`src/rtl/mandelbrot_pixel_dispatcher.sv`:
```
// Raster-order pixel work issuer for the Mandelbrot core: incremental coordinates, throttled requests.
// Optional stall counter output is built when MANDELBROT_DISPATCH_STALL_CNT_EN is defined.
module mandelbrot_pixel_dispatcher #(
  parameter int unsigned H_RES   = 640,
  parameter int unsigned V_RES   = 480,
  parameter int unsigned ADDR_W  = 22,
  parameter int unsigned COORD_W = 32,
  parameter int unsigned ITER_W  = 11
) (
  input  logic               clk_in,
  input  logic               reset,
  input  logic               start,
  input  logic               abort,
  input  logic               enable,
  input  logic [COORD_W-1:0] re_start_in,
  input  logic [COORD_W-1:0] im_start_in,
  input  logic [COORD_W-1:0] step_in,
  input  logic [ITER_W-1:0]  max_iterations_in,
  input  logic               buffer_full_in,
  output logic               write_request_out,
  output logic [COORD_W-1:0] re_out,
  output logic [COORD_W-1:0] im_out,
  output logic [ADDR_W-1:0]  pixel_addr_out,
  output logic [ITER_W-1:0]  max_iterations_out,
  output logic               calculating_out,
  output logic               busy_out,
  output logic               frame_done_out
`ifdef MANDELBROT_DISPATCH_STALL_CNT_EN
  ,
  output logic [31:0]        stall_count_out
`endif
);

  localparam int unsigned X_W = (H_RES > 1) ? $clog2(H_RES) : 1;
  localparam int unsigned Y_W = (V_RES > 1) ? $clog2(V_RES) : 1;

  localparam logic [1:0] ST_IDLE = 2'd0;
  localparam logic [1:0] ST_RUN  = 2'd1;
  localparam logic [1:0] ST_DONE = 2'd2;

  logic [1:0]         state, state_d;
  logic [X_W-1:0]     x, x_d;
  logic [Y_W-1:0]     y, y_d;
  logic [ADDR_W-1:0]  addr, addr_d;
  logic [COORD_W-1:0] re_acc, re_acc_d, im_acc, im_acc_d;
  logic [COORD_W-1:0] re_base, re_base_d, step, step_d;
  logic               req_d, done_d, calc_d, busy_d;
  logic [COORD_W-1:0] re_out_d, im_out_d;
  logic [ADDR_W-1:0]  addr_out_d;
  logic [ITER_W-1:0]  iter_d;
  logic               issue, last_x, last_y;

  assign issue  = (state == ST_RUN) && enable && !buffer_full_in && !abort;
  assign last_x = (x == X_W'(H_RES - 1));
  assign last_y = (y == Y_W'(V_RES - 1));

  // Next-state and next-output logic; the current pixel is registered out as counters advance.
  always_comb begin
    state_d    = state;
    x_d        = x;
    y_d        = y;
    addr_d     = addr;
    re_acc_d   = re_acc;
    im_acc_d   = im_acc;
    re_base_d  = re_base;
    step_d     = step;
    req_d      = 1'b0;
    done_d     = 1'b0;
    calc_d     = calculating_out;
    busy_d     = busy_out;
    re_out_d   = re_out;
    im_out_d   = im_out;
    addr_out_d = pixel_addr_out;
    iter_d     = max_iterations_out;
    if (abort) begin
      state_d = ST_IDLE;
      calc_d  = 1'b0;
      busy_d  = 1'b0;
    end else begin
      case (state)
        ST_IDLE, ST_DONE: begin
          calc_d = 1'b0;
          busy_d = 1'b0;
          if (start) begin
            state_d   = ST_RUN;
            re_base_d = re_start_in;
            step_d    = step_in;
            iter_d    = max_iterations_in;
            re_acc_d  = re_start_in;
            im_acc_d  = im_start_in;
            x_d       = '0;
            y_d       = '0;
            addr_d    = '0;
            calc_d    = 1'b1;
            busy_d    = 1'b1;
          end
        end
        ST_RUN: begin
          if (issue) begin
            req_d      = 1'b1;
            re_out_d   = re_acc;
            im_out_d   = im_acc;
            addr_out_d = addr;
            addr_d     = addr + ADDR_W'(1);
            if (last_x) begin
              // Rows descend in the imaginary axis: the top row carries the largest im.
              x_d      = '0;
              y_d      = y + Y_W'(1);
              re_acc_d = re_base;
              im_acc_d = im_acc - step;
              if (last_y) begin
                state_d = ST_DONE;
                done_d  = 1'b1;
              end
            end else begin
              x_d      = x + X_W'(1);
              re_acc_d = re_acc + step;
            end
          end
        end
        default: begin
          state_d = ST_IDLE;
          calc_d  = 1'b0;
          busy_d  = 1'b0;
        end
      endcase
    end
  end

  always_ff @(posedge clk_in or posedge reset) begin
    if (reset) begin
      state              <= ST_IDLE;
      x                  <= '0;
      y                  <= '0;
      addr               <= '0;
      re_acc             <= '0;
      im_acc             <= '0;
      re_base            <= '0;
      step               <= '0;
      write_request_out  <= 1'b0;
      frame_done_out     <= 1'b0;
      calculating_out    <= 1'b0;
      busy_out           <= 1'b0;
      re_out             <= '0;
      im_out             <= '0;
      pixel_addr_out     <= '0;
      max_iterations_out <= '0;
    end else begin
      state              <= state_d;
      x                  <= x_d;
      y                  <= y_d;
      addr               <= addr_d;
      re_acc             <= re_acc_d;
      im_acc             <= im_acc_d;
      re_base            <= re_base_d;
      step               <= step_d;
      write_request_out  <= req_d;
      frame_done_out     <= done_d;
      calculating_out    <= calc_d;
      busy_out           <= busy_d;
      re_out             <= re_out_d;
      im_out             <= im_out_d;
      pixel_addr_out     <= addr_out_d;
      max_iterations_out <= iter_d;
    end
  end

`ifdef MANDELBROT_DISPATCH_STALL_CNT_EN
  logic [31:0] stall_d;

  // Saturating count of RUN cycles lost to back-pressure or pause.
  always_comb begin
    stall_d = stall_count_out;
    if (!abort && (state != ST_RUN) && start)
      stall_d = '0;
    else if ((state == ST_RUN) && (buffer_full_in || !enable) && (stall_count_out != 32'hFFFF_FFFF))
      stall_d = stall_count_out + 32'd1;
  end

  always_ff @(posedge clk_in or posedge reset) begin
    if (reset) stall_count_out <= '0;
    else       stall_count_out <= stall_d;
  end
`endif

endmodule

```
`config.mk`:
```
export PLATFORM = sky130hd
export DESIGN_NAME = mandelbrot_pixel_dispatcher
export DESIGN_NICKNAME = d
export VERILOG_FILES = /design/src/rtl/mandelbrot_pixel_dispatcher.sv
export SDC_FILE = /design/constraint.sdc
export NUM_CORES = 1
export LEC_CHECK = 0
export BUFFER_PORTS_ARGS = -buffer_cell sky130_fd_sc_hd__buf_2
export CORE_ASPECT_RATIO = 1.25
export CORE_UTILIZATION = 27
export DETAILED_ROUTE_END_ITERATION = 7
export HOLD_SLACK_MARGIN = 0.15
export SKIP_CTS_REPAIR_TIMING = 1
export SYNTH_ARGS = -nofsm -noshare
export SYNTH_HDL_FRONTEND = slang
export SYNTH_SLANG_ARGS = --single-unit
```
`constraint.sdc`:
```
create_clock -name clk_in -period 14.7 [get_ports clk_in]
set_clock_uncertainty 0.2 [all_clocks]
set_input_delay 0.735 -clock clk_in [delete_from_list [all_inputs] [get_ports clk_in]]
set_output_delay 0.735 -clock clk_in [all_outputs]
set_load 0.02 [all_outputs]
```
==> flow_metrics.py <==
metrics = {
    "pwr": {
        "power.density_mw_per_mm2": 171,
        "p_leak_nw": 8.23,
        "ir_worst_vdd_v": 0.0000681,
    },
    "outcome": {
        "violated_checks": "DRC",
        "outcome": "complete, but fails checks",
    },
    "critical_path": {
        "regToRegEndpoint": "re_acc[31]",
        "reg2reg_from": "state[0]",
        "critical_path.cell_chain": "nor2b_4, buf_4, nand2_4, inv_2, buf_4, nand2_1, o2111ai_1",
        "crit_arrival_ps": 4030,
        "critPathKind": "reg2reg",
        "cp_startpoint_kind": "flop",
        "critical_path_required_ps": 14990,
        "cp_max_fo": 51,
        "cp_slowest_stage_delay_ps": 740,
        "critical_path.endpoint_type": "flop",
        "r2r_worst_path_depth": 7,
        "slowest_stage": "sky130_fd_sc_hd__inv_2",
        "reg2reg_slack_ps": 10960,
        "cpMostUsedCell": "sky130_fd_sc_hd__buf_4",
    },
    "timing": {
        "finalWorstPathRequiredPeriod_ps": 3740,
        "final.setup.worst_slack_ps": 10960,
        "max_clock_freq_ghz": 0.267,
        "finalHoldViolations": 0,
        "grt_setup_unrepaired": "false",
        "worst-slew-pin-transition_ps": 966,
        "finalCritPeriodShare_pct": 25.5,
        "maxSlewViolCount": 0,
        "worst_hold_slack_ps": 159,
        "report.final.setup_viol": 0,
        "relSlewSlack_pct": 35.6,
        "fin_setup_tns_ps": 0,
    },
    "global_routing": {
        "globalRoute.totalOverflow": 0,
        "grt_start_max_net_pins": 133,
        "global_route.usage.total_pct": 15.9,
        "grt_first_pass_wirelength_um": 67500,
        "vias_in_the_first_global_route": 12000,
        "antenna_found_initial": 6,
    },
    "floorplanning": {
        "dieArea_mm2": 0.0535,
        "chipHeight_um": 258,
        "floorplan.io_pins": 214,
        "die_width_um": 207,
        "floorplan.rows": 93,
        "fp.coreArea_mm2": 0.0517,
        "initial_utilization_pct": 27.5,
    },
    "synth": {
        "post_syn_area_mm2": 0.0142,
        "synth_top_area_share_pct": 47.8,
        "postSynth.topFlopCell": "sky130_fd_sc_hd__dfrtp_1",
        "synth_cells": 1579,
        "yosys_warns": 0,
        "synth.yosys.seq_area_share_pct": 47.8,
        "syn_avg_cell_area_um2": 8.99,
        "mappedNetlistNets": 1759,
        "postSynthRegisterBits": 271,
        "number_of_distinct_library_cells_after_synthesis": 68,
        "yosys.area.top_type": "sky130_fd_sc_hd__dfrtp_1",
        "ys_top_cells_by_area": "sky130_fd_sc_hd__dfrtp_1 48%, sky130_fd_sc_hd__nand2_1 11%, sky130_fd_sc_hd__ha_1 5.7%, sky130_fd_sc_hd__o21ai_0 4.3%, sky130_fd_sc_hd__a21oi_1 4.3%",
        "synth_edf_count": 0,
        "synth-async-reset-ratio_pct": 100,
    },
    "placement": {
        "placement.cell_area_mm2": 0.0159,
        "pre_cts_slack_ps": 10580,
        "gp_routability_congestion": 0.864,
        "port-buffer-count": 213,
        "hpwlAfterDp_um": 31100,
    },
    "clock_tree": {
        "clock_sinks": 271,
        "cts-buffers-inserted": 30,
        "cts_root_buffer": "sky130_fd_sc_hd__clkbuf_16",
        "cts_tree": "built",
        "clk_pin_slew_worst_paths_ps": 60,
        "htreeDepth": 1,
        "max-clock-path-buffers": 3,
        "worst_skew_pair.late_latency_ps": 580,
    },
    "drt": {
        "drt_drc": 10,
        "routed_wire_length_per_instance_um": 17.4,
        "antenna_violating_nets_left": 0,
        "via_total_after_detailed_routing": 11900,
        "detail_route.first_pass.iterations": 7,
        "avgViaCountPerCell": 4.84,
        "initialDrtViolationCount": 749,
        "drt_wl_total_um": 42800,
    },
    "finish": {
        "fill_cells": 5415,
        "seqCellArea_mm2": 0.00678,
        "layout.cells.most_common_list": "404 x sky130_fd_sc_hd__nand2_1, 271 x sky130_fd_sc_hd__dfrtp_1, 213 x sky130_fd_sc_hd__buf_2",
        "final_common_cell": "sky130_fd_sc_hd__nand2_1",
        "synthToLayoutAreaGrowth_pct": 19.9,
        "finish.net_count": 1944,
        "area_of_combinational_cells_with_multiple_inputs_mm2": 0.00699,
        "fin_area_mm2": 0.0170,
        "drive_above_1_share_pct": 19.5,
    },
    "job": {
        "max_cap_viol_count": 0,
    },
    "hold_path": {
        "min_path_type": "in2async",
    },
}
==> metrics by stage <==
stage | std cells | util (%) | power [mW]
after global placement | 2397 | 30.9 | 2.09
after detailed placement | 2397 | 30.9 | 2.11
final | 2454 | 32.9 | 2.91
after CTS | 2452 | 32.9 | 2.93
after global routing | 2454 | 32.9 | 3.09
after floorplan | 1579 | - | 1.79
==> state kept, by name, summed over array words and instances, names as in the netlist <==
| signal | count |
|---|---|
| im_acc | 32 |
| im_out | 32 |
| re_acc | 32 |
| re_base | 32 |
| re_out | 32 |
| step | 32 |
| addr | 22 |
| pixel_addr_out | 22 |
| max_iterations_out | 11 |
| x | 10 |
| y | 9 |
| state | 2 |
| busy_out | 1 |
| frame_done_out | 1 |
| write_request_out | 1 |
==> metal layers <==
layer	vias up	global-route usage, %	part of all wire [%]
met2	319	27.0	48
met3	75	2.61	5.2
met5	-	0	0.051
met4	4	6.51	3.1
met1	5701	20.1	44
li1	5778	-	-
==> cell families after synthesis <==
group / Yosys count / synth area share [%]
and+or+nand+nor: 639 / 19.1
AOI/OAI and AO/OA: 358 / 15.3
DFF: 271 / 47.8
buffers and inverters: 118 / 3.19
xor gates and xnor gates: 79 / 4.88
adders and majority gates: 67 / 6.01
muxes: 47 / 3.70
==> cell type report <==
cell class	count	area share, %
Clock buffer	40	4.99
Timing Repair Buffer	227	6.88
Clock inverter	15	1.29
Antenna cell	2	0.0294
Tap cell	665	4.89
Sequential cell	271	39.9
Multi-Input combinational cell	1190	41.1
Inverter	44	1.01
==> how the worst max path moves through the flow <==
stage,from,end,slack [ps],cells after the start
4_1_cts,state[0],re_acc[31],10870,7
2_1_floorplan,reset,addr[0],6300,1
6_report,state[0],re_acc[31],10960,7
3_5_place_dp,start,re_acc[9],10580,9
5_1_grt,state[0],re_acc[9],10580,7
3_3_place_gp,start,re_acc[31],10700,9
==> cell usage after synthesis (3+ instances only) <==
cell and number:
sky130_fd_sc_hd__clkbuf_1 60, sky130_fd_sc_hd__o21a_1 4, sky130_fd_sc_hd__a22o_1 3, sky130_fd_sc_hd__and2_1 7, sky130_fd_sc_hd__or3_1 23, sky130_fd_sc_hd__o21ai_0 122, sky130_fd_sc_hd__nand3_1 30, sky130_fd_sc_hd__nand4_1 20
sky130_fd_sc_hd__nor3_1 12, sky130_fd_sc_hd__mux2i_1 3, sky130_fd_sc_hd__o2111ai_1 3, sky130_fd_sc_hd__o311ai_0 3, sky130_fd_sc_hd__o211ai_1 8, sky130_fd_sc_hd__xnor2_1 32, sky130_fd_sc_hd__mux2_2 44, sky130_fd_sc_hd__a211oi_1 8
sky130_fd_sc_hd__nor2_1 98, sky130_fd_sc_hd__xor2_1 47, sky130_fd_sc_hd__nor2b_1 11, sky130_fd_sc_hd__a221oi_1 3, sky130_fd_sc_hd__a21o_1 25, sky130_fd_sc_hd__dfrtp_1 271, sky130_fd_sc_hd__or2_2 3, sky130_fd_sc_hd__o31ai_1 3
sky130_fd_sc_hd__nand2_1 405, sky130_fd_sc_hd__inv_1 44, sky130_fd_sc_hd__buf_1 10, sky130_fd_sc_hd__o21ai_1 5, sky130_fd_sc_hd__and3_1 6, sky130_fd_sc_hd__a21oi_1 121, sky130_fd_sc_hd__nand2b_1 14, sky130_fd_sc_hd__ha_1 65
sky130_fd_sc_hd__o21bai_1 7, sky130_fd_sc_hd__a31oi_1 12
==> critical path: cells and delay by family, from the launching register on <==
family,cells,cell delay [ps]
buf+inv,3,1890
flops,1,400
simple gates,3,870
compound gates,1,260
==> report_power, final <==
part,internal (mW),switching (mW),total [mW]
Clock,0.493,0.317,0.810
Sequential,0.904,0.126,1.03
Combinational,0.431,0.636,1.07
No activity file was read; power rests on OpenSTA's default activity.
